`src/rtl/processor_amplitud_pkg.sv`:
```
// ----------------------------------------------------------------------------
// processor_amplitud_pkg
// Shared definitions for the amplitude arbiter: FSM state encoding, the
// default frame header tag, and the header word layout.
// ----------------------------------------------------------------------------
package processor_amplitud_pkg;

    localparam int          FRAME_CNT_W     = 8;
    localparam int          HDR_W           = 32;
    localparam logic [15:0] HDR_TAG_DEFAULT = 16'hA5A5;

    typedef enum logic [1:0] {
        ST_IDLE = 2'd0,
        ST_HDR  = 2'd1,
        ST_DATA = 2'd2
    } state_e;

    // Header word: {tag[15:0], frame_count[7:0], channel_count[7:0]}
    function automatic logic [HDR_W-1:0] make_header(
        input logic [15:0]            tag,
        input logic [FRAME_CNT_W-1:0] count,
        input logic [7:0]             num_ch
    );
        return {tag, count, num_ch};
    endfunction

endpackage

```
`src/rtl/processor_amplitud_arbiter_if.sv`:
```
// ----------------------------------------------------------------------------
// processor_amplitud_arbiter_if
// Bundles the requester side (per-channel amplitude words and strobes, mode
// and status controls) with the source side (FIFO write port, overrun flags,
// frame counter).
//   master : drives ch_data, ch_valid, frame_mode, fifo_almost_full,
//            clear_status; observes the source/status outputs.
//   slave  : the arbiter; the reverse directions.
// ----------------------------------------------------------------------------
interface processor_amplitud_arbiter_if
    import processor_amplitud_pkg::*;
#(
    parameter int NUM_CH = 4,
    parameter int DATA_W = 32
);
    logic [NUM_CH*DATA_W-1:0] ch_data;
    logic [NUM_CH-1:0]        ch_valid;
    logic                     frame_mode;
    logic                     fifo_almost_full;
    logic                     clear_status;
    logic [DATA_W-1:0]        avalonst_source_data;
    logic                     avalonst_source_valid;
    logic [NUM_CH-1:0]        overrun;
    logic [FRAME_CNT_W-1:0]   frame_count;

    modport master (
        output ch_data, ch_valid, frame_mode, fifo_almost_full, clear_status,
        input  avalonst_source_data, avalonst_source_valid, overrun, frame_count
    );

    modport slave (
        input  ch_data, ch_valid, frame_mode, fifo_almost_full, clear_status,
        output avalonst_source_data, avalonst_source_valid, overrun, frame_count
    );
endinterface

```
`src/rtl/processor_amplitud_rr_select.sv`:
```
// ----------------------------------------------------------------------------
// processor_amplitud_rr_select
// Combinational round-robin picker. Searches the pending mask starting at
// start_ptr (wrapping) and returns the first pending channel.
//   pending   : channels with a held word
//   start_ptr : highest-priority channel this cycle (one past last issued)
//   grant     : one-hot grant
//   grant_idx : index of the granted channel
//   any       : a grant was made
// ----------------------------------------------------------------------------
module processor_amplitud_rr_select #(
    parameter int NUM_CH = 4,
    parameter int IDX_W  = $clog2(NUM_CH)
) (
    input  logic [NUM_CH-1:0] pending,
    input  logic [IDX_W-1:0]  start_ptr,
    output logic [NUM_CH-1:0] grant,
    output logic [IDX_W-1:0]  grant_idx,
    output logic              any
);
    // One spare bit so start_ptr + offset cannot overflow before the wrap.
    logic [IDX_W:0]   sum;
    logic [IDX_W-1:0] idx;

    // NOTE: every variable written here gets a default first, so no path
    // leaves a value unassigned and no latch is inferred.
    always_comb begin
        grant     = '0;
        grant_idx = '0;
        any       = 1'b0;
        sum       = '0;
        idx       = '0;
        for (int k = 0; k < NUM_CH; k++) begin
            sum = {1'b0, start_ptr} + (IDX_W+1)'(k);
            if (sum >= (IDX_W+1)'(NUM_CH)) begin
                sum = sum - (IDX_W+1)'(NUM_CH);
            end
            idx = sum[IDX_W-1:0];
            if (!any && pending[idx]) begin
                any        = 1'b1;
                grant[idx] = 1'b1;
                grant_idx  = idx;
            end
        end
    end
endmodule

```
`src/rtl/processor_amplitud_arbiter.sv`:
```
// ----------------------------------------------------------------------------
// processor_amplitud_arbiter
// Collects one amplitude word per channel into holding registers and issues
// them to a downstream FIFO, either round-robin as they arrive (stream mode)
// or as a header-prefixed frame once every channel holds a word (frame mode).
//   clock, reset : rising-edge clock, synchronous active-high reset
//   bus (slave)  : ch_data/ch_valid in, frame_mode, fifo_almost_full,
//                  clear_status in; avalonst_source_data/valid, overrun,
//                  frame_count out
// ----------------------------------------------------------------------------
module processor_amplitud_arbiter
    import processor_amplitud_pkg::*;
#(
    parameter int          NUM_CH  = 4,
    parameter int          DATA_W  = 32,
    parameter logic [15:0] HDR_TAG = HDR_TAG_DEFAULT
) (
    input logic                         clock,
    input logic                         reset,
    processor_amplitud_arbiter_if.slave bus
);
    localparam int               IDX_W       = $clog2(NUM_CH);
    localparam logic [IDX_W-1:0] LAST_CH     = IDX_W'(NUM_CH - 1);
    localparam logic [7:0]       NUM_CH_BYTE = 8'(NUM_CH);

    state_e                 state_q, state_nx;
    logic [NUM_CH-1:0]      pending_q, pending_nx;
    logic [NUM_CH-1:0]      overrun_q, ov_set;
    logic [NUM_CH-1:0]      issue_oh;
    logic [DATA_W-1:0]      hold_q [NUM_CH];
    logic [IDX_W-1:0]       ptr_q, ptr_nx;
    logic [IDX_W-1:0]       cnt_q, cnt_nx;
    logic [FRAME_CNT_W-1:0] fc_q, fc_nx;
    logic                   issue_valid;
    logic [DATA_W-1:0]      issue_word;
    logic                   src_valid_q;
    logic [DATA_W-1:0]      src_data_q;

    logic [NUM_CH-1:0]      rr_grant;
    logic [IDX_W-1:0]       rr_idx;
    logic                   rr_any;

    processor_amplitud_rr_select #(
        .NUM_CH (NUM_CH),
        .IDX_W  (IDX_W)
    ) u_rr_select (
        .pending   (pending_q),
        .start_ptr (ptr_q),
        .grant     (rr_grant),
        .grant_idx (rr_idx),
        .any       (rr_any)
    );

    // A strobe always (re)sets pending; issuing clears it only when no new
    // word lands on the same edge. Overrun marks a word lost to overwrite,
    // which cannot happen when the old word is leaving this very cycle.
    assign pending_nx = (pending_q & ~issue_oh) | bus.ch_valid;
    assign ov_set     = bus.ch_valid & pending_q & ~issue_oh;

    always_comb begin
        state_nx    = state_q;
        ptr_nx      = ptr_q;
        cnt_nx      = cnt_q;
        fc_nx       = fc_q;
        issue_oh    = '0;
        issue_valid = 1'b0;
        issue_word  = '0;
        unique case (state_q)
            ST_IDLE: begin
                if (bus.frame_mode) begin
                    if (&pending_q) begin
                        state_nx = ST_HDR;
                    end
                end else if (!bus.fifo_almost_full && rr_any) begin
                    issue_oh    = rr_grant;
                    issue_valid = 1'b1;
                    issue_word  = hold_q[rr_idx];
                    ptr_nx      = (rr_idx == LAST_CH) ? '0 : rr_idx + 1'b1;
                end
            end
            ST_HDR: begin
                if (!bus.fifo_almost_full) begin
                    issue_valid = 1'b1;
                    issue_word  = DATA_W'(make_header(HDR_TAG, fc_q, NUM_CH_BYTE));
                    cnt_nx      = '0;
                    state_nx    = ST_DATA;
                end
            end
            ST_DATA: begin
                if (!bus.fifo_almost_full) begin
                    issue_oh[cnt_q] = 1'b1;
                    issue_valid     = 1'b1;
                    issue_word      = hold_q[cnt_q];
                    if (cnt_q == LAST_CH) begin
                        cnt_nx   = '0;
                        fc_nx    = fc_q + 1'b1;
                        state_nx = ST_IDLE;
                    end else begin
                        cnt_nx = cnt_q + 1'b1;
                    end
                end
            end
            default: state_nx = ST_IDLE;
        endcase
    end

    // NOTE: sequential state uses non-blocking assignments only, so every
    // register samples the pre-edge values regardless of statement order.
    always_ff @(posedge clock) begin
        if (reset) begin
            state_q     <= ST_IDLE;
            pending_q   <= '0;
            overrun_q   <= '0;
            ptr_q       <= '0;
            cnt_q       <= '0;
            fc_q        <= '0;
            src_valid_q <= 1'b0;
            src_data_q  <= '0;
        end else begin
            state_q     <= state_nx;
            pending_q   <= pending_nx;
            overrun_q   <= ov_set | (bus.clear_status ? '0 : overrun_q);
            ptr_q       <= ptr_nx;
            cnt_q       <= cnt_nx;
            fc_q        <= fc_nx;
            src_valid_q <= issue_valid;
            if (issue_valid) begin
                src_data_q <= issue_word;
            end
        end
    end

    // NOTE: holding registers carry no reset; a word is only ever read while
    // its pending bit is set, and pending bits are reset.
    always_ff @(posedge clock) begin
        for (int i = 0; i < NUM_CH; i++) begin
            if (bus.ch_valid[i]) begin
                hold_q[i] <= bus.ch_data[i*DATA_W +: DATA_W];
            end
        end
    end

    assign bus.avalonst_source_valid = src_valid_q;
    assign bus.avalonst_source_data  = src_data_q;
    assign bus.overrun               = overrun_q;
    assign bus.frame_count           = fc_q;
endmodule

```
`src/flat_wrapper.sv`:
```
// flat-port wrapper written by rule: the top's interface ports become plain ports
module processor_amplitud_arbiter_flat import processor_amplitud_pkg::*;
#(
    parameter int          NUM_CH  = 4,
    parameter int          DATA_W  = 32,
    parameter logic [15:0] HDR_TAG = HDR_TAG_DEFAULT
)
  (clock, reset, bus_ch_data, bus_ch_valid, bus_frame_mode, bus_fifo_almost_full, bus_clear_status, bus_avalonst_source_data, bus_avalonst_source_valid, bus_overrun, bus_frame_count);
  processor_amplitud_arbiter_if #(.NUM_CH(NUM_CH), .DATA_W(DATA_W)) bus_i ();
  input logic clock;
  input logic reset;
  input wire logic [$bits(bus_i.ch_data)-1:0] bus_ch_data;
  input wire logic [$bits(bus_i.ch_valid)-1:0] bus_ch_valid;
  input wire logic [$bits(bus_i.frame_mode)-1:0] bus_frame_mode;
  input wire logic [$bits(bus_i.fifo_almost_full)-1:0] bus_fifo_almost_full;
  input wire logic [$bits(bus_i.clear_status)-1:0] bus_clear_status;
  output wire logic [$bits(bus_i.avalonst_source_data)-1:0] bus_avalonst_source_data;
  output wire logic [$bits(bus_i.avalonst_source_valid)-1:0] bus_avalonst_source_valid;
  output wire logic [$bits(bus_i.overrun)-1:0] bus_overrun;
  output wire logic [$bits(bus_i.frame_count)-1:0] bus_frame_count;
  assign bus_i.ch_data = bus_ch_data;
  assign bus_i.ch_valid = bus_ch_valid;
  assign bus_i.frame_mode = bus_frame_mode;
  assign bus_i.fifo_almost_full = bus_fifo_almost_full;
  assign bus_i.clear_status = bus_clear_status;
  assign bus_avalonst_source_data = bus_i.avalonst_source_data;
  assign bus_avalonst_source_valid = bus_i.avalonst_source_valid;
  assign bus_overrun = bus_i.overrun;
  assign bus_frame_count = bus_i.frame_count;
  processor_amplitud_arbiter #(.NUM_CH(NUM_CH), .DATA_W(DATA_W), .HDR_TAG(HDR_TAG)) u_core (.clock(clock), .reset(reset), .bus(bus_i));
endmodule
```
`config.mk`:
```
export PLATFORM = sky130hd
export DESIGN_NAME = processor_amplitud_arbiter_flat
export DESIGN_NICKNAME = d
export VERILOG_FILES = /design/src/rtl/processor_amplitud_pkg.sv /design/src/rtl/processor_amplitud_arbiter_if.sv /design/src/rtl/processor_amplitud_rr_select.sv /design/src/rtl/processor_amplitud_arbiter.sv /design/src/flat_wrapper.sv
export SDC_FILE = /design/constraint.sdc
export NUM_CORES = 1
export LEC_CHECK = 0
export CORE_AREA = 2 2 130 132
export DETAILED_ROUTE_END_ITERATION = 10
export DIE_AREA = 0 0 132 134
export PLACE_DENSITY = 0.92
export RECOVER_POWER = 100
export SYNTH_ARGS = -nofsm -noshare
export SYNTH_HDL_FRONTEND = slang
export SYNTH_SLANG_ARGS = --single-unit
```
`constraint.sdc`:
```
create_clock -name clock -period 9.1 [get_ports clock]
set_input_delay 1.82 -clock clock [delete_from_list [all_inputs] [get_ports clock]]
set_output_delay 1.82 -clock clock [all_outputs]
set_load 0.01 [all_outputs]
```
# Word level (Yosys, flattened, before mapping)

Memories as Yosys holds them, arrays and structs flattened. A register that Yosys moved wholly into a read port is not among the register bits.
Index checks and enable logic that the tools add are counted.

Add/sub/neg operators: 10
$lt $le $gt $ge: 14
Eq/ne operators: 9
Multiplexer cells: 69
Bitwise gates (word level): 11
Reduce and logical (&&, ||, !) cells: 21

Operator list:

| cell                                                        | number |
|---|---|
| 2-to-1 mux 32 bit                                           | 4 |
| case mux 32 bit (3 select lines)                            | 1 |
| 2-to-1 mux 2 bit                                            | 19 |
| 2-to-1 mux 4 bit                                            | 8 |
| 2-to-1 mux 1 bit                                            | 24 |
| bitwise OR 4 bit                                            | 5 |
| less-than comparator 2 x 3 -> 1 bit (second input constant) | 5 |
| bitwise AND 4 bit                                           | 3 |
| demux 1 bit (select 2 bit)                                  | 5 |
| >= comparator 2 x 1 -> 1 bit (second input constant)        | 5 |
| >= comparator 3 bit (second input constant)                 | 3 |
| logical AND 1 bit                                           | 9 |
| AND reduction 3 bit                                         | 3 |
| adder 8 x 1 -> 8 bit (second input constant)                | 1 |
| binary-select mux 1 bit (select 2 bit)                      | 4 |
| case mux 4 bit (2 select lines)                             | 1 |
| subtractor 2 x 1 -> 2 bit (second input constant)           | 4 |
| adder 2 x 2 -> 3 bit (second input constant)                | 2 |
| == test 2 bit (second input constant)                       | 3 |
| != test 2 bit (second input constant)                       | 3 |
| case mux 2 bit (3 select lines)                             | 1 |
| AND reduction 5 bit                                         | 1 |
| adder 2 x 1 -> 2 bit (second input constant)                | 2 |
| logical NOT 1 bit                                           | 4 |
| other kinds (12)                                            | 14 |

Flip-flop bits (word level): 55
RAM bits: 128
Input port bits: 137
Output and inout port bits: 45
Word-level logic and storage cells: 143
Memories kept: 1

Memories:

| name          | words | width | read ports | clocked after Yosys merged registers in | wr ports | RTL line                         | source |
|---|---|---|---|---|---|---|---|
| u_core.hold_q | 4     | 32    | 2          | 1                                       | 4        | processor_amplitud_arbiter.sv:30 | `logic [DATA_W-1:0] hold_q [NUM_CH];` |

# Logic depth before layout (Yosys ltp)

Gate-level depths: netlist (run 1).

Word-level depth: 21
Depth in mapped cells: 12
Depth with buffers taken out: 8

# Cells and area by module

From an unflattened synthesis (run 1), not the netlist that was laid out.

Cell total of the unflattened synthesis: 606
Area, all modules: 8393.0 µm²

By module, submodules not included:

| module                       | instances | cells each | area an instance (µm²) | sequential area each (µm²) |
|---|---|---|---|---|
| processor_amplitud_arbiter   | 1         | 561        | 7973.9                 | 4984.8 |
| processor_amplitud_rr_select | 1         | 45         | 419.2                  | 0.0 |

# Least setup slack after synthesis (run 1)

OpenSTA, ideal clock, no wires.

Path kind: input to register
Start point: input bus_frame_mode
End point: register u_core.src_data_q[0] (netlist: u_core.bus.avalonst_source_data[0])
Setup time: 0.091 ns
Arrival: 3.295 ns
Required time: 9.009 ns
Path slack: 5.714 ns
Cell stages on the path: 7
Path buffers: 2
Cell sequence: nor3b_1 -> nand2b_1 -> or3_1 -> clkbuf_1 -> clkbuf_1 -> a21o_1 -> a311oi_1

Word-level cells in the longest chain between the ends: 2
Elaborated cells between the ends (all ways): 4
Classes of those cells: mux (4)

RTL lines:

| element                                                                             | RTL line                          | source |
|---|---|---|
| from (decl)                                                                         | flat_wrapper.sv:14                | `input wire logic [$bits(bus_i.frame_mode)-1:0] bus_frame_mode;` |
| 2-to-1 mux 32 bit or 2-to-1 mux 1 bit (tied branches)                               | processor_amplitud_arbiter.sv:70  | `if (bus.frame_mode) begin` |
| case mux 32 bit (3 select lines) or case mux 1 bit (2 select lines) (tied branches) | processor_amplitud_arbiter.sv:68  | `unique case (state_q)` |
| to (signal assigned)                                                                | processor_amplitud_arbiter.sv:128 | `src_data_q <= issue_word;` |
| to (decl)                                                                           | processor_amplitud_arbiter.sv:37  | `logic [DATA_W-1:0] src_data_q;` |

Parallel ways exist; a longest one is shown, timed or not.
A chain may end at the register's enable or synchronous reset.

# Worst setup path after layout (run 1)

Start point: input bus_fifo_almost_full
End point: register u_core.fc_q[7] (netlist: u_core.bus.frame_count[7])

Word-level cells in the longest chain between the ends: 2

RTL lines:

| element                              | RTL line                          | source |
|---|---|---|
| from (decl)                          | flat_wrapper.sv:15                | `input wire logic [$bits(bus_i.fifo_almost_full)-1:0] bus_fifo_almost_full;` |
| inverter 1 bit (no source line)      | --                                |  |
| AND reduction 3 bit (no source line) | --                                |  |
| to (signal assigned)                 | processor_amplitud_arbiter.sv:125 | `fc_q <= fc_nx;` |
| to (decl)                            | processor_amplitud_arbiter.sv:33  | `logic [FRAME_CNT_W-1:0] fc_q, fc_nx;` |

No other way between the ends.

==> flow_metrics.tcl, run 1 <==
set metrics [dict create \
    start_kind "primary input" \
    vias 7143 \
    syn_inst 738 \
    total_power_w 0.00206 \
    slew_headroom_pct -119 \
    outcome "finished, violations left" \
    synth-seq-cells 185 \
    final_layout_size_suffix_gt1_share_pct 9.33 \
    grt_max_degree 67 \
    gr-total-overflow 0 \
    core_um2 16300 \
    hold_viol 0 \
    grt_pass1_vias 7122 \
    rsz0062_at_grt "false" \
    ctsHoldBuffers 0 \
    gp_congestion 0.887 \
    route.detailed.drc 0 \
    htree_levels 4 \
    cts_resized 0 \
    insertedDiodeCount 0 \
    p_leak_nw 3.91 \
    n_fill_cell 1112 \
    slowest_delay_ns 2.44 \
    ff2ff_setup_slack_ns 3.93 \
    required_ns 9.38 \
    crit_type "primary input to flop" \
    cts_tree "built" \
    combPwrFrac_pct 15.1 \
    synthMostInstantiatedCell "edfxtp_1" \
    viasPerCell 6.44 \
    cp_slowest_cell "nor2b_1" \
    cp.arrival_ns 6.21 \
    synth_ff_type "edfxtp_1" \
    grt_use_total_pct 28.3 \
    ys_warn_count 0 \
    die_width_um 132 \
    insertion_delay_ns 0.43 \
    cts.sink_count 185 \
    post_drt_wl_per_cell_um 22.3 \
    fin_worst_skew_ns 0.00775 \
    start_util_pct 54.2 \
    synth_seq_area_share_pct 56.5 \
    initialDrtViolationCount 899 \
    violations "capacitance limit, slew limit" \
    p_int_w 0.00151 \
    finalNetCount 1030 \
    synth_edf_count 128 \
    cts_max_path_buffers 2 \
    dp_slack_ns 4.71 \
    area_growth_pct 27.6 \
    cp_top_family "simple AND/OR/NAND/NOR gates" \
    ant_nets 0 \
    wl_um 24800 \
    critPathBufInv 1 \
    grt_pass1_wl_um 38700 \
    max_freq_ghz 0.168 \
    tightest_slew_ns 3.28 \
    power_density_nw_per_um2 183 \
    portBuffers 181 \
    synth_common_cells "edfxtp_1 (128), nand3_1 (73), o21ai_0 (71)" \
    synth_cell_types 48 \
    setup_violations 0 \
    fin_util_pct 69.1 \
    syn_nets 891 \
    hp-class "flop to flop" \
    rows 47 \
    crit_fanout 39 \
    slew_viol_final 271 \
    p_sw_share_pct 26.6 \
    io_pins 182 \
    cts_root_buf "clkbuf_16" \
    synth.avg_cell_area_um2 12.0 \
    setup_ws_ns 3.16 \
    period_needed_ns 5.94 \
    path_cells "dlygate4sd3_1, nor2b_1, nand2_1, nor2_1, nand3_1, xor2_1, nor2_1" \
    period_share_pct 65.2 \
    ys_async_sr_fraction_pct 0 \
    postCtsSetupBuffers 0 \
    fp.dieH_um 134 \
    cts.clk_slew.worst_paths_ns 0.07 \
    yosys.area.top_type "edfxtp_1" \
    dr.pass1.iters 7 \
    holdWs_ns 0.470 \
    power_frac_seq_pct 48.9 \
    setup_tns_ns 0 \
    synthTopCellsByArea "edfxtp_1 (44%), dfxtp_1 (13%), mux4_2 (8.9%)" \
    cts_buffers 17 \
    maxCapViolations 7 \
    cp-end-kind "flop" \
    antenna_found_initial 0 \
    design.die.area_um2 17700 \
    net-switching-power_w 0.000549 \
    syn_area_um2 8830 \
    synth_top_area_share_pct 43.5 \
    cp_common_cell "nor2_1" \
    pwr-share-clk_pct 36.0 \
    irDropWorstVdd_mv 0.140 \
    hpwl_um 15100 \
]
==> state kept, by name (all words and copies together), names as in the netlist, named ones only <==
signal	flops
u_core.bus.avalonst_source_data	32
u_core.bus.avalonst_source_valid	1
u_core.bus.frame_count	8
u_core.bus.overrun	4
u_core.cnt_q	2
u_core.hold_q	128
u_core.pending_q	4
u_core.ptr_q	2
u_core.state_q	2
==> cell usage in the layout, fill, tap and decap left out, types with 5 or more instances in the layout <==
cell,count
dlygate4sd3_1,174
edfxtp_1,128
nand3_1,72
o21ai_0,71
a21oi_1,58
dfxtp_1,55
nor2_1,52
a21o_1,48
mux4_2,35
clkbuf_16,17
a311oi_1,16
ha_1,16
inv_1,12
a31oi_1,10
o21bai_1,9
a221o_1,8
o31a_1,8
nand2b_1,7
nand3b_1,6
nand2_1,5
xor2_1,5
clkbuf_1,5
==> cell families after synthesis <==
| group | share of synthesized area (%) |
|---|---|
| XOR/XNOR | 0.794 |
| flip-flops | 56.5 |
| AO/OA/AOI/OAI | 18.1 |
| AND/OR/NAND/NOR | 9.07 |
| buffers and inverters | 3.70 |
| multiplexers | 9.65 |
| adder cells (fa/ha/maj) | 2.27 |
==> power groups by stage <==
stage               combinational [W]  sequential (W)  clock [W]
finish                       0.000311         0.00101   0.000743
global route                 0.000335         0.00101   0.000780
CTS                          0.000324         0.00101   0.000747
detailed placement           0.000318         0.00102          0
global placement             0.000309         0.00102          0
floorplan                    0.000177         0.00101          0
==> metal layers <==
layer,track usage [%],part of all wire (%)
met1,35.4,37
met2,45.9,49
met3,7.37,10
met4,13.9,4.0
met5,0,0
==> worst min-delay path, cell delays in order, from the launching register on <==
cell,delay [ns]
dfxtp_1,0.31
nand2b_1,0.06
a21oi_1,0.05
==> per-stage QoR <==
step                area, µm²  std cells
floorplan                8830        738
global placement        10700       1078
detailed placement      10700       1078
CTS                     11300       1110
global route            11300       1110
finish                  11300       1110
==> path summary, 6_finish.rpt <==
check,to,cells past startpoint,startpoint
min,u_core.bus.overrun[0]$_SDFF_PP0_,2,u_core.bus.overrun[0]$_SDFF_PP0_
max reg2reg,u_core.bus.avalonst_source_data[25]$_SDFFE_PP0P_,8,u_core.ptr_q[0]$_SDFFE_PP0P_
max,u_core.bus.frame_count[7]$_SDFFE_PP0P_,7,bus_fifo_almost_full
min reg2reg,u_core.bus.overrun[0]$_SDFF_PP0_,2,u_core.bus.overrun[0]$_SDFF_PP0_
==> final cells by class <==
cell class	instances	area, µm²	share of cell area [%]
Sequential cell	185	4990	44.3
Tap cell	220	275	2.44
Inverter	12	45.0	0.400
Multi-Input combinational cell	475	3550	31.5
Clock inverter	15	168	1.49
Timing Repair Buffer	186	1820	16.1
Clock buffer	17	425	3.78
Power figures use the tool's default switching activity.
==> inputs of run 2 (changes only) <==
--- a/config.mk
+++ b/config.mk
@@ -5,10 +5,10 @@
 export SDC_FILE = /design/constraint.sdc
 export NUM_CORES = 1
 export LEC_CHECK = 0
-export CORE_AREA = 2 2 130 132
+export CORE_AREA = 2 2 141 143
 export DETAILED_ROUTE_END_ITERATION = 10
-export DIE_AREA = 0 0 132 134
-export PLACE_DENSITY = 0.92
+export DIE_AREA = 0 0 143 145
+export PLACE_DENSITY = 0.84
 export RECOVER_POWER = 100
 export SYNTH_ARGS = -nofsm -noshare
 export SYNTH_HDL_FRONTEND = slang
==> constraint.sdc (replaced) <==
create_clock -name clock -period 5.25 [get_ports clock]
set_input_delay 1.05 -clock clock [delete_from_list [all_inputs] [get_ports clock]]
set_output_delay 1.05 -clock clock [all_outputs]
set_load 0.01 [all_outputs]
==> run 2 against run 1 <==
Compared with the run above: the flow still finishes with violations (capacitance limit, slew limit); die area increased by 17%; final cell count increased by 4.6%; worst hold slack got worse by 0.0029 ns.
==> flow_metrics.tcl, run 2 (synthesis gave the netlist of run 1 again) <==
set metrics [dict create \
    cts_tree "built" \
    irDropWorstVdd_mv 0.233 \
    route.detailed.drc 0 \
    power_density_nw_per_um2 307 \
    core_um2 19200 \
    grt_pass1_vias 7152 \
    postCtsSetupBuffers 0 \
    crit_fanout 21 \
    p_int_w 0.00253 \
    ant_nets 0 \
    cts.sink_count 185 \
    cp.arrival_ns 4.36 \
    ctsHoldBuffers 0 \
    gp_congestion 0.824 \
    crit_type "primary input to flop" \
    largest_reg_flops 128 \
    start_kind "primary input" \
    outcome "finished, violations left" \
    rsz0062_at_grt "false" \
    pwr-share-clk_pct 34.0 \
    p_sw_share_pct 27.0 \
    setup_violations 0 \
    gr-total-overflow 0 \
    tightest_slew_ns 2.40 \
    fp.dieH_um 145 \
    setup_ws_ns 1.23 \
    cts_root_buf "clkbuf_16" \
    post_drt_wl_per_cell_um 21.4 \
    hold_viol 0 \
    n_fill_cell 1506 \
    violations "capacitance limit, slew limit" \
    viasPerCell 6.05 \
    finalNetCount 1035 \
    power_frac_seq_pct 50.4 \
    slew_headroom_pct -60.0 \
    final_layout_size_suffix_gt1_share_pct 9.39 \
    layout_commonest_cell "dlygate4sd3_1" \
    hp-class "flop to flop" \
    cts_max_path_buffers 2 \
    antenna_found_initial 1 \
    grt_pass1_wl_um 38400 \
    maxCapViolations 4 \
    period_share_pct 76.7 \
    design.die.area_um2 20700 \
    setup_tns_ns 0 \
    portBuffers 181 \
    fin_worst_skew_ns 0.00911 \
    layout.cells.most_common_list "dlygate4sd3_1 (174), edfxtp_1 (128), nand3_1 (72), o21ai_0 (71), a21oi_1 (58)" \
    required_ns 5.58 \
    area_growth_pct 27.9 \
    dp_slack_ns 1.59 \
    initialDrtViolationCount 678 \
    slew_viol_final 127 \
    rows 51 \
    vias 7029 \
    dr.pass1.iters 6 \
    htree_levels 4 \
    wl_um 24800 \
    io_pins 182 \
    cp-end-kind "flop" \
    regMostFlops "u_core.hold_q" \
    net-switching-power_w 0.000935 \
    grt_use_total_pct 24.1 \
    cts.clk_slew.worst_paths_ns 0.06 \
    cts_resized 0 \
    cts_buffers 17 \
    max_freq_ghz 0.248 \
    die_width_um 143 \
    grt_max_degree 67 \
    start_util_pct 46.0 \
    p_leak_nw 3.89 \
    period_needed_ns 4.02 \
    hpwl_um 15800 \
    insertion_delay_ns 0.44 \
    combPwrFrac_pct 15.6 \
]
[run 2: worst paths after layout]
path | startpoint | endpoint | slack [ns] | cells after the start
max | bus_fifo_almost_full | u_core.bus.avalonst_source_data[7]$_SDFFE_PP0P_ | 1.23 | 5
min | u_core.bus.overrun[1]$_SDFF_PP0_ | u_core.bus.overrun[1]$_SDFF_PP0_ | 0.47 | 2
max reg2reg | u_core.ptr_q[1]$_SDFFE_PP0P_ | u_core.bus.avalonst_source_data[13]$_SDFFE_PP0P_ | 1.68 | 9
min reg2reg | u_core.bus.overrun[1]$_SDFF_PP0_ | u_core.bus.overrun[1]$_SDFF_PP0_ | 0.47 | 2
[run 2: power groups by stage]
stage                     combinational (W)  sequential [W]  clock [W]
final                              0.000540         0.00174    0.00118
after detailed placement           0.000557         0.00177          0
after global routing               0.000583         0.00175    0.00124
after CTS                          0.000563         0.00174    0.00119
after global placement             0.000543         0.00176          0
after floorplan                    0.000307         0.00175          0
[run 2: cell type report]
cell class              instances  area, µm²  area share [%]
inverters                      12       45.0           0.399
diodes                          1       2.50          0.0222
well taps                     265        332            2.94
flip-flops and latches        185       4990            44.2
clock inverters                12       95.1           0.842
multi-input cells             475       3550            31.4
clock buffers                  20        437            3.87
repair buffers                191       1850            16.3
[run 2: layer usage]
metal  part of all wire (%)  up-vias  track usage (%)  wire length, µm
met4                    2.9        0             10.2              715
met5                      0        -                0                0
met2                     50      420             40.1            12500
met3                    7.2       69             4.82             1790
met1                     39     3418             30.5             9790
li1                       -     3122                -                -
[run 2: stage by stage]
step / cell area (µm²) / util [%] / power, W / hold WS, ns / std cells
final: 11300 / 58.8 / 0.00346 / 0.468 / 1161
after global routing: 11300 / 58.8 / 0.00358 / 0.489 / 1161
after CTS: 11300 / 58.9 / 0.00349 / 0.473 / 1160
after detailed placement: 10800 / 56.2 / 0.00233 / 0.463 / 1128
after global placement: 10800 / 56.2 / 0.00231 / 0.457 / 1128
after floorplan: 8830 / - / 0.00206 / 0.489 / 738
[run 2: worst max-delay path: stages]
cell and delay, ns:
dlygate4sd3_1 0.67, nor2b_1 1.33, clkbuf_1 0.89, a21oi_1 0.15, a311oi_1 0.26
==> inputs of run 3 (changes only) <==
--- a/config.mk
+++ b/config.mk
@@ -5,10 +5,10 @@
 export SDC_FILE = /design/constraint.sdc
 export NUM_CORES = 1
 export LEC_CHECK = 0
-export CORE_AREA = 2 2 141 143
+export CORE_AREA = 2 2 134 136
 export DETAILED_ROUTE_END_ITERATION = 10
-export DIE_AREA = 0 0 143 145
-export PLACE_DENSITY = 0.84
+export DIE_AREA = 0 0 136 138
+export PLACE_DENSITY = 0.88
 export RECOVER_POWER = 100
 export SYNTH_ARGS = -nofsm -noshare
 export SYNTH_HDL_FRONTEND = slang
==> constraint.sdc (replaced) <==
create_clock -name clock -period 3.75 [get_ports clock]
set_input_delay 0.75 -clock clock [delete_from_list [all_inputs] [get_ports clock]]
set_output_delay 0.75 -clock clock [all_outputs]
set_load 0.01 [all_outputs]
==> run 3 against run 2 <==
Compared with the run above: clock skew shrank 0.0018 ns; critical endpoint is now u_core.bus.avalonst_source_data[25]$_SDFFE_PP0P_; critical path type unchanged; first-iteration DRC count grew 12%; sequential share of layout area is essentially flat; the flow still finishes with violations (capacitance limit, slew limit); critical path depth grew 1.
==> flow_metrics.tcl, run 3 (synthesis gave the netlist of run 1 again) <==
set metrics [dict create \
    cts_max_path_buffers 2 \
    design_area_um2 11300 \
    antenna_found_initial 0 \
    period_share_pct 87.0 \
    vias 7151 \
    setup_violations 0 \
    start_kind "primary input" \
    postCtsSetupBuffers 0 \
    cts.clk_slew.worst_paths_ns 0.07 \
    largest_reg_flops 128 \
    die_width_um 136 \
    fp.dieH_um 138 \
    hold_viol 0 \
    rsz0062_at_grt "false" \
    ctsHoldBuffers 0 \
    irDropWorstVdd_mv 0.336 \
    critPathBufInv 2 \
    power_frac_seq_pct 50.4 \
    cts_root_buf "clkbuf_16" \
    gp_congestion 0.835 \
    pwr-share-clk_pct 33.7 \
    htree_levels 4 \
    cts_tree "built" \
    p_leak_nw 3.92 \
    crit_fanout 13 \
    cp_num_cells 6 \
    cts_resized 0 \
    slew_headroom_pct -54.7 \
    ant_nets 0 \
    cp_top_family "compound AO/OA/AOI/OAI gates" \
    route.detailed.drc 0 \
    regMostFlops "u_core.hold_q" \
    finalNetCount 1041 \
    combPwrFrac_pct 15.8 \
    crit_type "primary input to flop" \
    final_layout_size_suffix_gt1_share_pct 9.99 \
    start_util_pct 50.3 \
    grt_pass1_wl_um 38100 \
    power_density_nw_per_um2 429 \
    insertion_delay_ns 0.43 \
    violations "capacitance limit, slew limit" \
    tightest_slew_ns 2.32 \
    dr.pass1.iters 7 \
    placed_cell_area_um2 10800 \
    gr-total-overflow 0 \
    cts.sink_count 185 \
    dp_slack_ns 0.529 \
    fin_cells 1130 \
    grt_use_total_pct 26.4 \
    hold_path_depth 2 \
    cp.arrival_ns 3.59 \
    wl_um 24400 \
    net-switching-power_w 0.00131 \
    slew_viol_final 153 \
    path_cells "dlygate4sd3_1, nor3b_1, o21ai_0, buf_4, a21oi_1, a311oi_1" \
    setup_tns_ns 0 \
    reg2regPathDepth 10 \
    insertedDiodeCount 0 \
    p_int_w 0.00353 \
    maxCapViolations 5 \
    setup_ws_ns 0.486 \
    layout.cells.most_common_list "dlygate4sd3_1 (175), edfxtp_1 (128), nand3_1 (72), o21ai_0 (72), a21oi_1 (58)" \
    cts_buffers 17 \
    max_freq_ghz 0.306 \
    hp-class "flop to flop" \
    fin_worst_skew_ns 0.00735 \
    outcome "finished, violations left" \
    core_um2 17500 \
    placed_cells 1098 \
    io_pins 182 \
    cp_slowest_cell "o21ai_0" \
    post_drt_wl_per_cell_um 21.6 \
    initialDrtViolationCount 758 \
    area_growth_pct 27.9 \
    viasPerCell 6.33 \
    grt_max_degree 67 \
    period_needed_ns 3.26 \
    p_sw_share_pct 27.0 \
    rows 49 \
    slowest_delay_ns 1.32 \
    hpwl_um 15500 \
    portBuffers 181 \
    required_ns 4.07 \
    grt_pass1_vias 7075 \
    cp-end-kind "flop" \
    layout_commonest_cell "dlygate4sd3_1" \
    design.die.area_um2 18800 \
]
[run 3: cell types whose count changed in the layout (fill, tap and decap cells not counted), moves of 2 or more]
cell,change
clkinv_1,+2
buf_4,+6
inv_6,+2
clkbuf_1,-2
[run 3: worst min-delay path: stages, from the launching register on]
cell and delay, ns:
dfxtp_1 0.31, nand2b_1 0.06, a21oi_1 0.05
[run 3: layout make-up]
type                       count  area, µm²
fill                        1314       6240
sequential                   185       4990
multi-input combinational    475       3550
timing repair buffer         197       1890
clock buffer                  18        429
tap                          229        287
clock inverter                14       97.6
inverter                      12       45.0
[run 3: power by group through the flow]
| stage | registers (W) | logic, W | clock network [W] |
|---|---|---|---|
| 2_1_floorplan | 0.00245 | 0.000430 | 0 |
| 3_3_place_gp | 0.00247 | 0.000768 | 0 |
| 3_5_place_dp | 0.00248 | 0.000789 | 0 |
| 4_1_cts | 0.00243 | 0.000802 | 0.00163 |
| 5_1_grt | 0.00245 | 0.000829 | 0.00171 |
| 6_report | 0.00244 | 0.000767 | 0.00163 |
[run 3: worst paths after layout]
kind,startpoint,end,slack (ns)
worst max register to register,u_core.ptr_q[1]$_SDFFE_PP0P_,u_core.bus.avalonst_source_data[7]$_SDFFE_PP0P_,0.55
worst min-delay path,u_core.bus.overrun[0]$_SDFF_PP0_,u_core.bus.overrun[0]$_SDFF_PP0_,0.47
worst max-delay path,bus_frame_mode,u_core.bus.avalonst_source_data[25]$_SDFFE_PP0P_,0.49
worst min register to register,u_core.bus.overrun[0]$_SDFF_PP0_,u_core.bus.overrun[0]$_SDFF_PP0_,0.47
[run 3: through the flow]
step	power, W	utilization (%)	hold slack [ns]
6_report	0.00484	64.4	0.467
5_1_grt	0.00499	64.4	0.501
2_1_floorplan	0.00288	-	0.489
3_5_place_dp	0.00327	61.5	0.462
4_1_cts	0.00487	64.5	0.474
3_3_place_gp	0.00323	61.5	0.458
[run 3: per-layer routing]
metal | vias up | global-route usage, % | routed length, µm
met5 | - | 0 | 0
met4 | 0 | 10.6 | 905
met3 | 101 | 5.17 | 2340
met2 | 545 | 44.1 | 12200
met1 | 3373 | 33.8 | 8990
li1 | 3132 | - | -
